===== src/rtl/jls_ctrl_pkg.sv =====
// rtl/jls_ctrl_pkg.sv - shared state type, phase defaults and size limits for the JPEG-LS frame sequencer
package jls_ctrl_pkg;

    typedef enum logic [2:0] {
        ST_IDLE,
        ST_SOF,
        ST_PIX,
        ST_GAP,
        ST_WAIT
    } jls_ctrl_state_t;

    localparam int          JLS_SOF_CYCLES = 368;
    localparam int          JLS_GAP_CYCLES = 16;
    localparam logic [13:0] JLS_W_M1_MIN   = 14'd4;
    localparam logic [13:0] JLS_H_M1_MAX   = 14'd16382;

    function automatic logic jls_size_ok(input logic [13:0] w_m1, input logic [13:0] h_m1);
        return (w_m1 >= JLS_W_M1_MIN) && (h_m1 <= JLS_H_M1_MAX);
    endfunction

endpackage


===== src/rtl/jls_enc_ctrl.sv =====
// rtl/jls_enc_ctrl.sv - frame sequencer driving jls_encoder: SOF preamble, paced pixels, gap, completion tracking
module jls_enc_ctrl
    import jls_ctrl_pkg::*;
#(
    parameter int SOF_CYCLES = JLS_SOF_CYCLES,
    parameter int GAP_CYCLES = JLS_GAP_CYCLES,
    parameter int WCNT_W     = 32
) (
    input  logic              clk,
    input  logic              rstn,
    input  logic              i_cmd_valid,
    output logic              o_cmd_ready,
    input  logic [13:0]       i_cmd_w,
    input  logic [13:0]       i_cmd_h,
    input  logic              i_pix_valid,
    output logic              o_pix_ready,
    input  logic [7:0]        i_pix,
    output logic              o_enc_sof,
    output logic [13:0]       o_enc_w,
    output logic [13:0]       o_enc_h,
    output logic              o_enc_e,
    output logic [7:0]        o_enc_x,
    input  logic              i_enc_e,
    input  logic              i_enc_last,
    output logic              o_busy,
    output logic              o_done,
    output logic [WCNT_W-1:0] o_words,
    output logic              o_err
);

    // SOF loads SOF_CYCLES-1, GAP loads GAP_CYCLES (its first cycle carries the last pixel)
    localparam int PH_MAX = (SOF_CYCLES - 1 > GAP_CYCLES) ? (SOF_CYCLES - 1) : GAP_CYCLES;
    localparam int CNT_W  = (PH_MAX > 1) ? $clog2(PH_MAX + 1) : 1;

    jls_ctrl_state_t   r_state;
    logic [CNT_W-1:0]  r_phase_cnt;
    logic [13:0]       r_w;
    logic [13:0]       r_h;
    logic [13:0]       r_col;
    logic [13:0]       r_row;
    logic [WCNT_W-1:0] r_wcnt;
    logic              r_seen_last;

    logic              r_cmd_ready;
    logic              r_pix_ready;
    logic              r_enc_sof;
    logic [13:0]       r_enc_w;
    logic [13:0]       r_enc_h;
    logic              r_enc_e;
    logic [7:0]        r_enc_x;
    logic              r_busy;
    logic              r_done;
    logic [WCNT_W-1:0] r_words;
    logic              r_err;

    logic              w_pix_xfer;
    logic              w_enc_last;
    logic [WCNT_W-1:0] w_wcnt_inc;

    assign w_pix_xfer = i_pix_valid & r_pix_ready;
    assign w_enc_last = i_enc_e & i_enc_last;
    assign w_wcnt_inc = (&r_wcnt) ? r_wcnt : r_wcnt + WCNT_W'(1);

    always_ff @(posedge clk or negedge rstn) begin
        if (!rstn) begin
            r_state     <= ST_IDLE;
            r_phase_cnt <= '0;
            r_w         <= '0;
            r_h         <= '0;
            r_col       <= '0;
            r_row       <= '0;
            r_wcnt      <= '0;
            r_seen_last <= 1'b0;
            r_cmd_ready <= 1'b0;
            r_pix_ready <= 1'b0;
            r_enc_sof   <= 1'b0;
            r_enc_w     <= '0;
            r_enc_h     <= '0;
            r_enc_e     <= 1'b0;
            r_enc_x     <= '0;
            r_busy      <= 1'b0;
            r_done      <= 1'b0;
            r_words     <= '0;
            r_err       <= 1'b0;
        end else begin
            r_done  <= 1'b0;
            r_err   <= 1'b0;
            r_enc_e <= 1'b0;
            r_enc_x <= '0;

            // Encoder output is only attributed to a frame while one is in flight
            if (r_state != ST_IDLE && i_enc_e) begin
                r_wcnt <= w_wcnt_inc;
                if (i_enc_last) begin
                    r_seen_last <= 1'b1;
                    r_done      <= 1'b1;
                    r_words     <= w_wcnt_inc;
                end
            end

            case (r_state)
                ST_IDLE: begin
                    r_cmd_ready <= 1'b1;
                    if (i_cmd_valid && r_cmd_ready) begin
                        if (jls_size_ok(i_cmd_w, i_cmd_h)) begin
                            r_w         <= i_cmd_w;
                            r_h         <= i_cmd_h;
                            r_col       <= '0;
                            r_row       <= '0;
                            r_wcnt      <= '0;
                            r_seen_last <= 1'b0;
                            r_phase_cnt <= CNT_W'(SOF_CYCLES - 1);
                            r_enc_sof   <= 1'b1;
                            r_enc_w     <= i_cmd_w;
                            r_enc_h     <= i_cmd_h;
                            r_cmd_ready <= 1'b0;
                            r_busy      <= 1'b1;
                            r_state     <= ST_SOF;
                        end else begin
                            r_err <= 1'b1;
                        end
                    end
                end
                ST_SOF: begin
                    if (r_phase_cnt == '0) begin
                        r_enc_sof   <= 1'b0;
                        r_enc_w     <= '0;
                        r_enc_h     <= '0;
                        r_pix_ready <= 1'b1;
                        r_state     <= ST_PIX;
                    end else begin
                        r_phase_cnt <= r_phase_cnt - CNT_W'(1);
                    end
                end
                ST_PIX: begin
                    if (w_pix_xfer) begin
                        r_enc_e <= 1'b1;
                        r_enc_x <= i_pix;
                        if (r_col == r_w) begin
                            r_col <= '0;
                            if (r_row == r_h) begin
                                r_pix_ready <= 1'b0;
                                r_phase_cnt <= CNT_W'(GAP_CYCLES);
                                r_state     <= ST_GAP;
                            end else begin
                                r_row <= r_row + 14'd1;
                            end
                        end else begin
                            r_col <= r_col + 14'd1;
                        end
                    end
                end
                ST_GAP: begin
                    if (r_phase_cnt == '0) begin
                        // A last beat landing on the final gap cycle still counts as seen
                        if (r_seen_last || w_enc_last) begin
                            r_cmd_ready <= 1'b1;
                            r_busy      <= 1'b0;
                            r_state     <= ST_IDLE;
                        end else begin
                            r_state <= ST_WAIT;
                        end
                    end else begin
                        r_phase_cnt <= r_phase_cnt - CNT_W'(1);
                    end
                end
                ST_WAIT: begin
                    if (w_enc_last) begin
                        r_cmd_ready <= 1'b1;
                        r_busy      <= 1'b0;
                        r_state     <= ST_IDLE;
                    end
                end
                default: begin
                    r_state <= ST_IDLE;
                end
            endcase
        end
    end

    assign o_cmd_ready = r_cmd_ready;
    assign o_pix_ready = r_pix_ready;
    assign o_enc_sof   = r_enc_sof;
    assign o_enc_w     = r_enc_w;
    assign o_enc_h     = r_enc_h;
    assign o_enc_e     = r_enc_e;
    assign o_enc_x     = r_enc_x;
    assign o_busy      = r_busy;
    assign o_done      = r_done;
    assign o_words     = r_words;
    assign o_err       = r_err;

endmodule


===== config.mk =====
export PLATFORM = sky130hd
export DESIGN_NAME = jls_enc_ctrl
export DESIGN_NICKNAME = d
export VERILOG_FILES = /design/src/rtl/jls_ctrl_pkg.sv /design/src/rtl/jls_enc_ctrl.sv
export SDC_FILE = /design/constraint.sdc
export NUM_CORES = 1
export LEC_CHECK = 0
export BUFFER_PORTS_ARGS = -buffer_cell sky130_fd_sc_hd__buf_2
export CAP_MARGIN = 10
export CORE_MARGIN = 2
export CORE_UTILIZATION = 29
export DETAILED_ROUTE_END_ITERATION = 12
export PLACE_DENSITY_LB_ADDON = 0.15
export SLEW_MARGIN = 20
export SYNTH_ARGS = -nofsm -noshare
export SYNTH_HDL_FRONTEND = slang
export SYNTH_SLANG_ARGS = --single-unit

===== constraint.sdc =====
create_clock -name clk -period 2.2 [get_ports clk]
set_input_delay 0 -clock clk [delete_from_list [all_inputs] [get_ports clk]]
set_output_delay 0 -clock clk [all_outputs]
set_load 0.01 [all_outputs]

==> impl_metrics.env, run 1 <==
export IMPL_status="complete, no violations"
export IMPL_cts_tree="yes"
export IMPL_grt_max_degree=77
export IMPL_grt_pass1_vias=7278
export IMPL_dp_hpwl_um=16900
export IMPL_final_nets=1193
export IMPL_syn_to_final_growth_pct=33.7
export IMPL_rsz0062_at_grt="yes"
export IMPL_required_ns=2.58
export IMPL_root_buffer="clkbuf_16"
export IMPL_finalCritPeriodShare_pct=98.4
export IMPL_hold_class="in -> async"
export IMPL_switchingPower_mw=3.21
export IMPL_slew_headroom_pct=62.5
export IMPL_power_mw=10.3
export IMPL_synth_cells=912
export IMPL_p_per_area_mw_per_mm2=885
export IMPL_clockPowerShare_pct=32.3
export IMPL_synth_edf_count=0
export IMPL_yosys_area_top_type_share_pct=50.7
export IMPL_max_freq_ghz=0.462
export IMPL_final_cells=1548
export IMPL_cp_max_fo=9
export IMPL_clock_path_buffers=2
export IMPL_io_pins=117
export IMPL_wl_per_cell_um=15.7
export IMPL_use_met2_pct=23.3
export IMPL_io_buffers=116
export IMPL_crit_type="reg -> reg"
export IMPL_synthTopCellsByArea="dfrtp_1, nand2_1, xor2_1"
export IMPL_drt_vias_per_instance=4.84
export IMPL_final_cell_mix="dfrtp_1, nand2_1, buf_2"
export IMPL_synth_net_count=959
export IMPL_power_frac_comb_pct=24.3
export IMPL_p_seq_share_pct=43.3
export IMPL_drt_wl_total_um=24400
export IMPL_synthFlopType="dfrtp_1"
export IMPL_synth_seq_cells=176
export IMPL_reg2reg_slack_ns=0.03
export IMPL_synth_area_mm2=0.00869
export IMPL_use_met1_pct=23.6
export IMPL_ys_seq_area_share_pct=50.7
export IMPL_irDropWorstVdd_mv=0.625
export IMPL_yosysWarnings=0
export IMPL_startpoint_type="flip-flop"
export IMPL_num_antenna_cells=0
export IMPL_dr_pass1_iters=5
export IMPL_cts_sinks=176
export IMPL_gp_congestion=0.794
export IMPL_ant_nets=0
export IMPL_post_synth_num_cell_types=57
export IMPL_dpl_instance_area_mm2=0.0103
export IMPL_core_mm2=0.0296
export IMPL_async_flop_share_pct=100
export IMPL_rows=63
export IMPL_dieWidth_um=177
export IMPL_cts_made_buffers=17
export IMPL_drt_iter0_markers=413
export IMPL_drv_cap=0
export IMPL_avgSynthCellArea_um2=9.52
export IMPL_skew_ns=0.0139
export IMPL_worstMarginPinSlew_ns=0.562
export IMPL_clk_insertion_delay_late_ns=0.45
export IMPL_grtUsageTotal_pct=15.9
export IMPL_htreeDepth=4
export IMPL_globalRouteOverflowTotal=0
export IMPL_period_needed_ns=2.17
export IMPL_drv_slew=0
export IMPL_initial_core_util_pct=29.4
export IMPL_crit_path_end_kind="flip-flop"
export IMPL_use_met3_pct=2.62
export IMPL_final_common_cell="dfrtp_1"
export IMPL_synth_top_area_cell="dfrtp_1"
export IMPL_finalHoldViolations=0
export IMPL_worst_r2r_cell_count=7
export IMPL_fin_area_mm2=0.0116
export IMPL_vias=7488
export IMPL_grt_pass1_wl_um=39200
export IMPL_r2r_end="r_row[5]"
export IMPL_sw_frac_of_total_pct=31.2
export IMPL_grt_most_used_layer="met1"
export IMPL_die_y_um=177
export IMPL_drc=0
export IMPL_cp_arrival_ns=2.54
export IMPL_rr_startpoint="r_col[2]"
export IMPL_p_leak_nw=5.49
export IMPL_p_int_mw=7.07
export IMPL_dpl_cell_count=1461
export IMPL_post_route_util_pct=39.3
export IMPL_finalSetupViolCount=0
export IMPL_dieArea_mm2=0.0314
export IMPL_final_layout_size_suffix_gt1_share_pct=26.2
export IMPL_clkTransAtPathRegs_ns=0.07
export IMPL_grt_antenna_before_repair=0
export IMPL_fin_hold_ws_ns=0.0404
worst max path at each step:
stage                     slack (ns)      startpoint              to  cells after the start
after floorplan                 0.11  r_phase_cnt[3]     o_enc_w[10]                      7
after global placement         0.004        r_row[2]  r_phase_cnt[4]                      6
after detailed placement       -0.02        r_row[2]  r_phase_cnt[1]                      7
after CTS                     0.0004        r_col[2]        r_row[5]                      7
after global routing           -0.04       r_wcnt[0]       r_wcnt[9]                      9
final                           0.03        r_col[2]        r_row[5]                      7
kinds of logic after synthesis:
kind of cell / synth area share (%)
simple gates: 24.0
flops: 50.7
compound gates: 13.2
xor+xnor: 7.06
buf+inv: 3.39
mux: 0.936
fa+ha+maj: 0.720
stage by stage:
| stage | TNS, ns | setup slack (ns) |
|---|---|---|
| 2_1_floorplan | 0 | 0.107 |
| 3_3_place_gp | 0 | 0.00398 |
| 3_5_place_dp | -0.0670 | -0.0210 |
| 4_1_cts | 0 | 0.000391 |
| 5_1_grt | -0.152 | -0.0387 |
| 6_report | 0 | 0.0348 |
cell type report:
cell class / count / area (µm²)
clock inverters: 14 / 203
repair buffers: 270 / 1930
flip-flops and latches: 176 / 4410
clock buffers: 17 / 425
fillers: 2918 / 17900
multi-input cells: 669 / 4110
inverters: 12 / 45.0
well taps: 390 / 488
layer usage:
layer	up-vias	wire length (µm)
li1	3686	-
met1	3633	12700
met2	149	10400
met3	20	886
met4	0	346
met5	-	0
power groups by stage:
| stage | combinational [mW] | clock (mW) | sequential (mW) |
|---|---|---|---|
| 3_5_place_dp | 2.42 | 0 | 4.51 |
| 6_report | 2.50 | 3.32 | 4.45 |
| 4_1_cts | 2.49 | 3.42 | 4.46 |
| 2_1_floorplan | 1.38 | 0 | 4.54 |
| 5_1_grt | 2.80 | 3.57 | 4.54 |
| 3_3_place_gp | 2.40 | 0 | 4.52 |
what timing repair did:
action                                  4_1_cts  5_1_grt
endpoints found under the setup margin       10       65
pin swaps                                     1       16
endpoints found under the hold margin       241        0
resized for setup                             4       30
hold buffers                                 39        0
buffers inserted                              0       16
gates cloned                                  0        1
critical path, cell delays in order, from the launching register on:
cell     delay (ns)
dfrtp_2        0.43
xnor2_1        0.16
nand4_1        0.15
nor4_4         0.41
a21oi_2        0.15
buf_6          0.16
or4_1          0.48
a21oi_2        0.14
registers in the layout, indices dropped and copies added (netlist names), 9 cells and up:
signal       flops
o_words         32
r_wcnt          32
o_enc_h         14
o_enc_w         14
r_col           14
r_h             14
r_row           14
r_w             14
r_phase_cnt      9
synthesized netlist by cell type (21+ instances only):
cell type,n
a21oi_1,27
a22o_1,38
clkbuf_1,32
dfrtp_1,176
nand2_1,161
nand3_1,32
nand4_1,27
nor2_1,53
o21ai_0,38
o21ai_1,21
xnor2_1,25
xor2_1,45
Power figures use the tool's default switching activity.
==> run 2, diff against run 1 <==
Settings changed: BUFFER_PORTS_ARGS -buffer_cell sky130_fd_sc_hd__buf_2 to unset, DONT_BUFFER_PORTS set to 1.
==> impl_metrics.env, run 2 (synthesis results as in run 1) <==
export IMPL_violations="negative hold slack"
export IMPL_initial_core_util_pct=29.4
export IMPL_p_seq_share_pct=48.8
export IMPL_finalSetupTns_ns=0
export IMPL_drt_wl_total_um=24600
export IMPL_period_needed_ns=2.13
export IMPL_cts_tree="yes"
export IMPL_gp_congestion=0.806
export IMPL_crit_chain="nand2b_4, or2_1, inv_2, nand2_4, inv_2, a21oi_2, clkbuf_16, clkbuf_4, or4_1, nand2_1"
export IMPL_sw_frac_of_total_pct=33.3
export IMPL_dp_worst_setup_slack_ns=-0.158
export IMPL_dieWidth_um=177
export IMPL_power_mw=9.62
export IMPL_grtUsageTotal_pct=16.1
export IMPL_slew_headroom_pct=58.6
export IMPL_crit_type="reg -> reg"
export IMPL_switchingPower_mw=3.20
export IMPL_p_per_area_mw_per_mm2=887
export IMPL_finalCritPeriodShare_pct=97.0
export IMPL_p_int_mw=6.42
export IMPL_cp_arrival_ns=2.52
export IMPL_final_cells=1424
export IMPL_cp_max_fo=7
export IMPL_reg2reg_slack_ns=0.07
export IMPL_drt_iter0_markers=562
export IMPL_critPathTopFamily="simple AND/OR/NAND/NOR gates"
export IMPL_r2r_end="r_row[0]"
export IMPL_max_stage_delay_ns=0.46
export IMPL_required_ns=2.58
export IMPL_max_freq_ghz=0.468
export IMPL_status="finished with violations"
export IMPL_core_mm2=0.0296
export IMPL_io_pins=117
export IMPL_fin_ws_ns=0.0654
export IMPL_cp_num_cells=10
export IMPL_io_buffers=0
export IMPL_irDropWorstVdd_mv=0.512
export IMPL_final_cell_mix="dfrtp_1, nand2_1, buf_4"
export IMPL_grt_max_degree=177
export IMPL_startpoint_type="flip-flop"
export IMPL_final_layout_size_suffix_gt1_share_pct=16.5
export IMPL_drv_slew=0
export IMPL_wl_per_cell_um=17.3
export IMPL_ant_nets=0
export IMPL_clockPowerShare_pct=31.5
export IMPL_worstMarginPinSlew_ns=0.615
export IMPL_worst_path_most_repeated_cell="inv_2"
export IMPL_dpl_cell_count=1337
export IMPL_hold_class="in -> async"
export IMPL_rr_startpoint="r_state[2]"
export IMPL_root_buffer="clkbuf_16"
export IMPL_power_frac_comb_pct=19.7
export IMPL_startpoint="r_state[2]"
export IMPL_cts_hold_buf=40
export IMPL_finalHoldViolations=176
export IMPL_drv_cap=0
export IMPL_grt_antenna_before_repair=0
export IMPL_drc=0
export IMPL_clock_path_buffers=2
export IMPL_dieArea_mm2=0.0314
export IMPL_crit_path_end_kind="flip-flop"
export IMPL_grt_pass1_wl_um=39800
export IMPL_dp_hpwl_um=16200
export IMPL_fin_area_mm2=0.0109
export IMPL_clkTransAtPathRegs_ns=0.07
export IMPL_rsz0062_at_grt="yes"
export IMPL_cts_made_buffers=17
export IMPL_grt_pass1_vias=7110
export IMPL_rows=63
export IMPL_worst_r2r_cell_count=10
export IMPL_clk_insertion_delay_late_ns=0.45
export IMPL_dpl_instance_area_mm2=0.00967
export IMPL_post_route_util_pct=36.7
export IMPL_skew_ns=0.0132
export IMPL_crit_buf_inv=4
export IMPL_drt_vias_per_instance=4.95
export IMPL_dr_pass1_iters=5
export IMPL_crit_path_top_delay_cell="or4_1"
export IMPL_fin_hold_ws_ns=-0.756
export IMPL_p_leak_nw=4.88
export IMPL_globalRouteOverflowTotal=0
export IMPL_finalSetupViolCount=0
export IMPL_htreeDepth=4
export IMPL_endpoint="r_row[0]"
export IMPL_final_nets=1068
export IMPL_vias=7051
export IMPL_num_antenna_cells=0
export IMPL_cts_sinks=176
export IMPL_syn_to_final_growth_pct=25.0
export IMPL_die_y_um=177
export IMPL_fillers=3011
export IMPL_final_common_cell="dfrtp_1"
## run 2: cell types whose count changed in the layout (fill, tap and decap cells not counted), sizes merged
cell         previous run  this run
buf                   230       101
inv                    17        23
bufinv                  4         0
clkinvlp                3         0
a21oi                  28        30
clkinv                  2         4
clkbuf                 18        19
dlygate4sd3            39        40
## run 2: metal layers
metal | up-vias | GRT usage [%] | wire (µm)
met1 | 3439 | 24.1 | 12700
li1 | 3448 | - | -
met5 | - | 0 | 0
met3 | 19 | 3.22 | 995
met4 | 0 | 4.58 | 313
met2 | 145 | 23.3 | 10600
## run 2: worst min path at each step
stage	from	to	slack (ns)	cells after the start
2_1_floorplan	rstn	o_busy	-0.30	0
3_3_place_gp	rstn	o_enc_h[12]	-0.29	0
6_report	rstn	o_enc_h[12]	-0.76	0
4_1_cts	rstn	o_words[3]	-0.78	0
5_1_grt	rstn	o_enc_h[12]	-0.77	0
3_5_place_dp	rstn	o_enc_h[12]	-0.29	0
## run 2: cell type report
type                       instances  area, µm²  area share (%)
inverter                          12       45.0           0.415
sequential                       176       4410            40.6
tap                              390        488            4.49
timing repair buffer             143       1250            11.5
clock buffer                      17        425            3.92
multi-input combinational        671       4100            37.7
clock inverter                    15        139            1.28
## run 2: what timing repair did
action / 4_1_cts / 5_1_grt
gates cloned: 0 / 3
buffers inserted: 0 / 12
pin swaps: 2 / 4
resized for setup: 5 / 22
setup endpoints to repair: 31 / 43
endpoints found under the hold margin: 260 / 176
## run 2: power by group through the flow
stage	sequential, mW	combinational, mW	clock (mW)
floorplan	4.54	1.38	0
global placement	4.78	1.75	0
detailed placement	4.76	1.79	0
CTS	4.71	1.88	3.14
global route	4.81	2.16	3.30
finish	4.70	1.89	3.04
==> run 3, diff against run 2 <==
Settings changed: CELL_PAD_IN_SITES_DETAIL_PLACEMENT set to 0, CELL_PAD_IN_SITES_GLOBAL_PLACEMENT set to 1, HOLD_SLACK_MARGIN set to 0.03.
==> impl_metrics.env, run 3 (synthesis results as in run 1) <==
export IMPL_cp_max_fo=6
export IMPL_die_y_um=177
export IMPL_grtUsageTotal_pct=16.6
export IMPL_worst_path_most_repeated_cell="buf_4"
export IMPL_dieWidth_um=177
export IMPL_cts_tree="yes"
export IMPL_wl_per_cell_um=17.4
export IMPL_final_layout_size_suffix_gt1_share_pct=19.2
export IMPL_p_per_area_mw_per_mm2=868
export IMPL_crit_chain="xnor2_1, nand4_1, nor4_4, buf_4, a21oi_4, buf_4, or4_1, a21oi_1"
export IMPL_status="finished with violations"
export IMPL_grt_antenna_before_repair=0
export IMPL_gp_congestion=0.769
export IMPL_max_freq_ghz=0.456
export IMPL_sw_frac_of_total_pct=31.5
export IMPL_root_buffer="clkbuf_16"
export IMPL_dieArea_mm2=0.0314
export IMPL_p_leak_nw=5.03
export IMPL_switchingPower_mw=3.06
export IMPL_core_mm2=0.0296
export IMPL_cts_made_buffers=17
export IMPL_drc=0
export IMPL_finalSetupTns_ns=0
export IMPL_rows=63
export IMPL_cts_hold_buf=40
export IMPL_io_buffers=0
export IMPL_clockPowerShare_pct=31.7
export IMPL_final_common_cell="dfrtp_1"
export IMPL_crit_path_top_delay_cell="or4_1"
export IMPL_worstMarginPinSlew_ns=0.619
export IMPL_final_nets=1089
export IMPL_p_seq_share_pct=47.9
export IMPL_irDropWorstVdd_mv=0.531
export IMPL_clk_insertion_delay_late_ns=0.44
export IMPL_rsz0062_at_grt="yes"
export IMPL_drv_cap=0
export IMPL_htreeDepth=4
export IMPL_io_pins=117
export IMPL_initial_core_util_pct=29.4
export IMPL_ant_nets=0
export IMPL_skew_ns=0.0123
export IMPL_crit_buf_inv=2
export IMPL_drt_vias_per_instance=4.91
export IMPL_crit_type="reg -> reg"
export IMPL_required_ns=2.56
export IMPL_fin_hold_ws_ns=-0.746
export IMPL_finalHoldViolations=176
export IMPL_grt_max_degree=177
export IMPL_finalCritPeriodShare_pct=99.6
export IMPL_syn_to_final_growth_pct=29.0
export IMPL_clock_path_buffers=2
export IMPL_cp_arrival_ns=2.55
export IMPL_startpoint_type="flip-flop"
export IMPL_globalRouteOverflowTotal=0
export IMPL_final_cell_mix="dfrtp_1, nand2_1, buf_4"
export IMPL_dpl_instance_area_mm2=0.00986
export IMPL_p_int_mw=6.66
export IMPL_finalSetupViolCount=0
export IMPL_violations="negative hold slack"
export IMPL_drv_slew=0
export IMPL_hold_class="in -> async"
export IMPL_max_stage_delay_ns=0.46
export IMPL_dp_hpwl_um=17000
export IMPL_fin_area_mm2=0.0112
export IMPL_drt_wl_total_um=25200
export IMPL_drt_iter0_markers=490
export IMPL_dr_pass1_iters=5
export IMPL_cts_sinks=176
export IMPL_grt_pass1_vias=7140
export IMPL_vias=7089
export IMPL_slew_headroom_pct=58.7
export IMPL_num_antenna_cells=0
export IMPL_period_needed_ns=2.19
export IMPL_grt_pass1_wl_um=40600
export IMPL_power_frac_comb_pct=20.4
export IMPL_critPathTopFamily="simple AND/OR/NAND/NOR gates"
export IMPL_clkTransAtPathRegs_ns=0.07
export IMPL_crit_path_end_kind="flip-flop"
run 3: changes by cell type in the layout (fill, tap and decap cells not counted), moves of 4 or more:
cell,previous run,this run
or4_4,1,5
a21oi_2,2,6
o21ai_1,21,26
a21oi_1,26,21
buf_12,4,8
or4_1,10,6
inv_8,6,0
buf_4,94,108
inv_6,5,0
o21ai_0,38,30
buf_6,3,8
clkinvlp_4,0,5
run 3: final cells by class:
class	instances	area [µm²]
clock inverters	12	138
flip-flops and latches	176	4410
clock buffers	20	447
fillers	2992	18400
repair buffers	166	1510
inverters	12	45.0
well taps	390	488
multi-input cells	669	4170
run 3: metal layers:
metal	part of all wire (%)	track usage, %	vias up
met5	0	0	-
met4	0.99	4.58	0
met3	3.4	3.39	18
met2	43	23.9	104
met1	52	25.0	3482
li1	-	-	3485
run 3: power by group through the flow:
stage,sequential (mW),combinational (mW),clock [mW]
2_1_floorplan,4.54,1.38,0
3_3_place_gp,4.74,1.83,0
3_5_place_dp,4.73,1.83,0
4_1_cts,4.67,1.93,3.18
5_1_grt,4.75,2.24,3.32
6_report,4.66,1.98,3.08
run 3: what timing repair did:
action / CTS / global route
buffers inserted: 4 / 10
cloned: 0 / 2
resized for setup: 3 / 50
setup endpoints to repair: 28 / 67
endpoints found under the hold margin: 269 / 176
pin swaps: 4 / 30
run 3: worst paths after layout:
kind,from,endpoint,slack [ns],cells past startpoint
max,r_col[4],r_row[10],0.009,8
max reg2reg,r_col[4],r_row[10],0.009,8
min in group clk,i_enc_e,r_wcnt[18],0.10,4
min reg2reg,r_w[8],r_w[8],0.50,2
max in group asynchronous,rstn,r_wcnt[7],2.75,0
min,rstn,r_w[3],-0.75,0
run 3: stage by stage:
stage / instances / util (%) / hold slack, ns / setup WS (ns) / power (mW)
2_1_floorplan: 912 / - / -0.296 / 0.107 / 5.92
3_3_place_gp: 1357 / 33.4 / -0.286 / -0.300 / 6.57
3_5_place_dp: 1357 / 33.4 / -0.286 / -0.292 / 6.55
4_1_cts: 1433 / 36.8 / -0.770 / 0.00507 / 9.78
5_1_grt: 1445 / 37.9 / -0.778 / -0.0901 / 10.3
6_report: 1445 / 37.9 / -0.746 / 0.00881 / 9.72
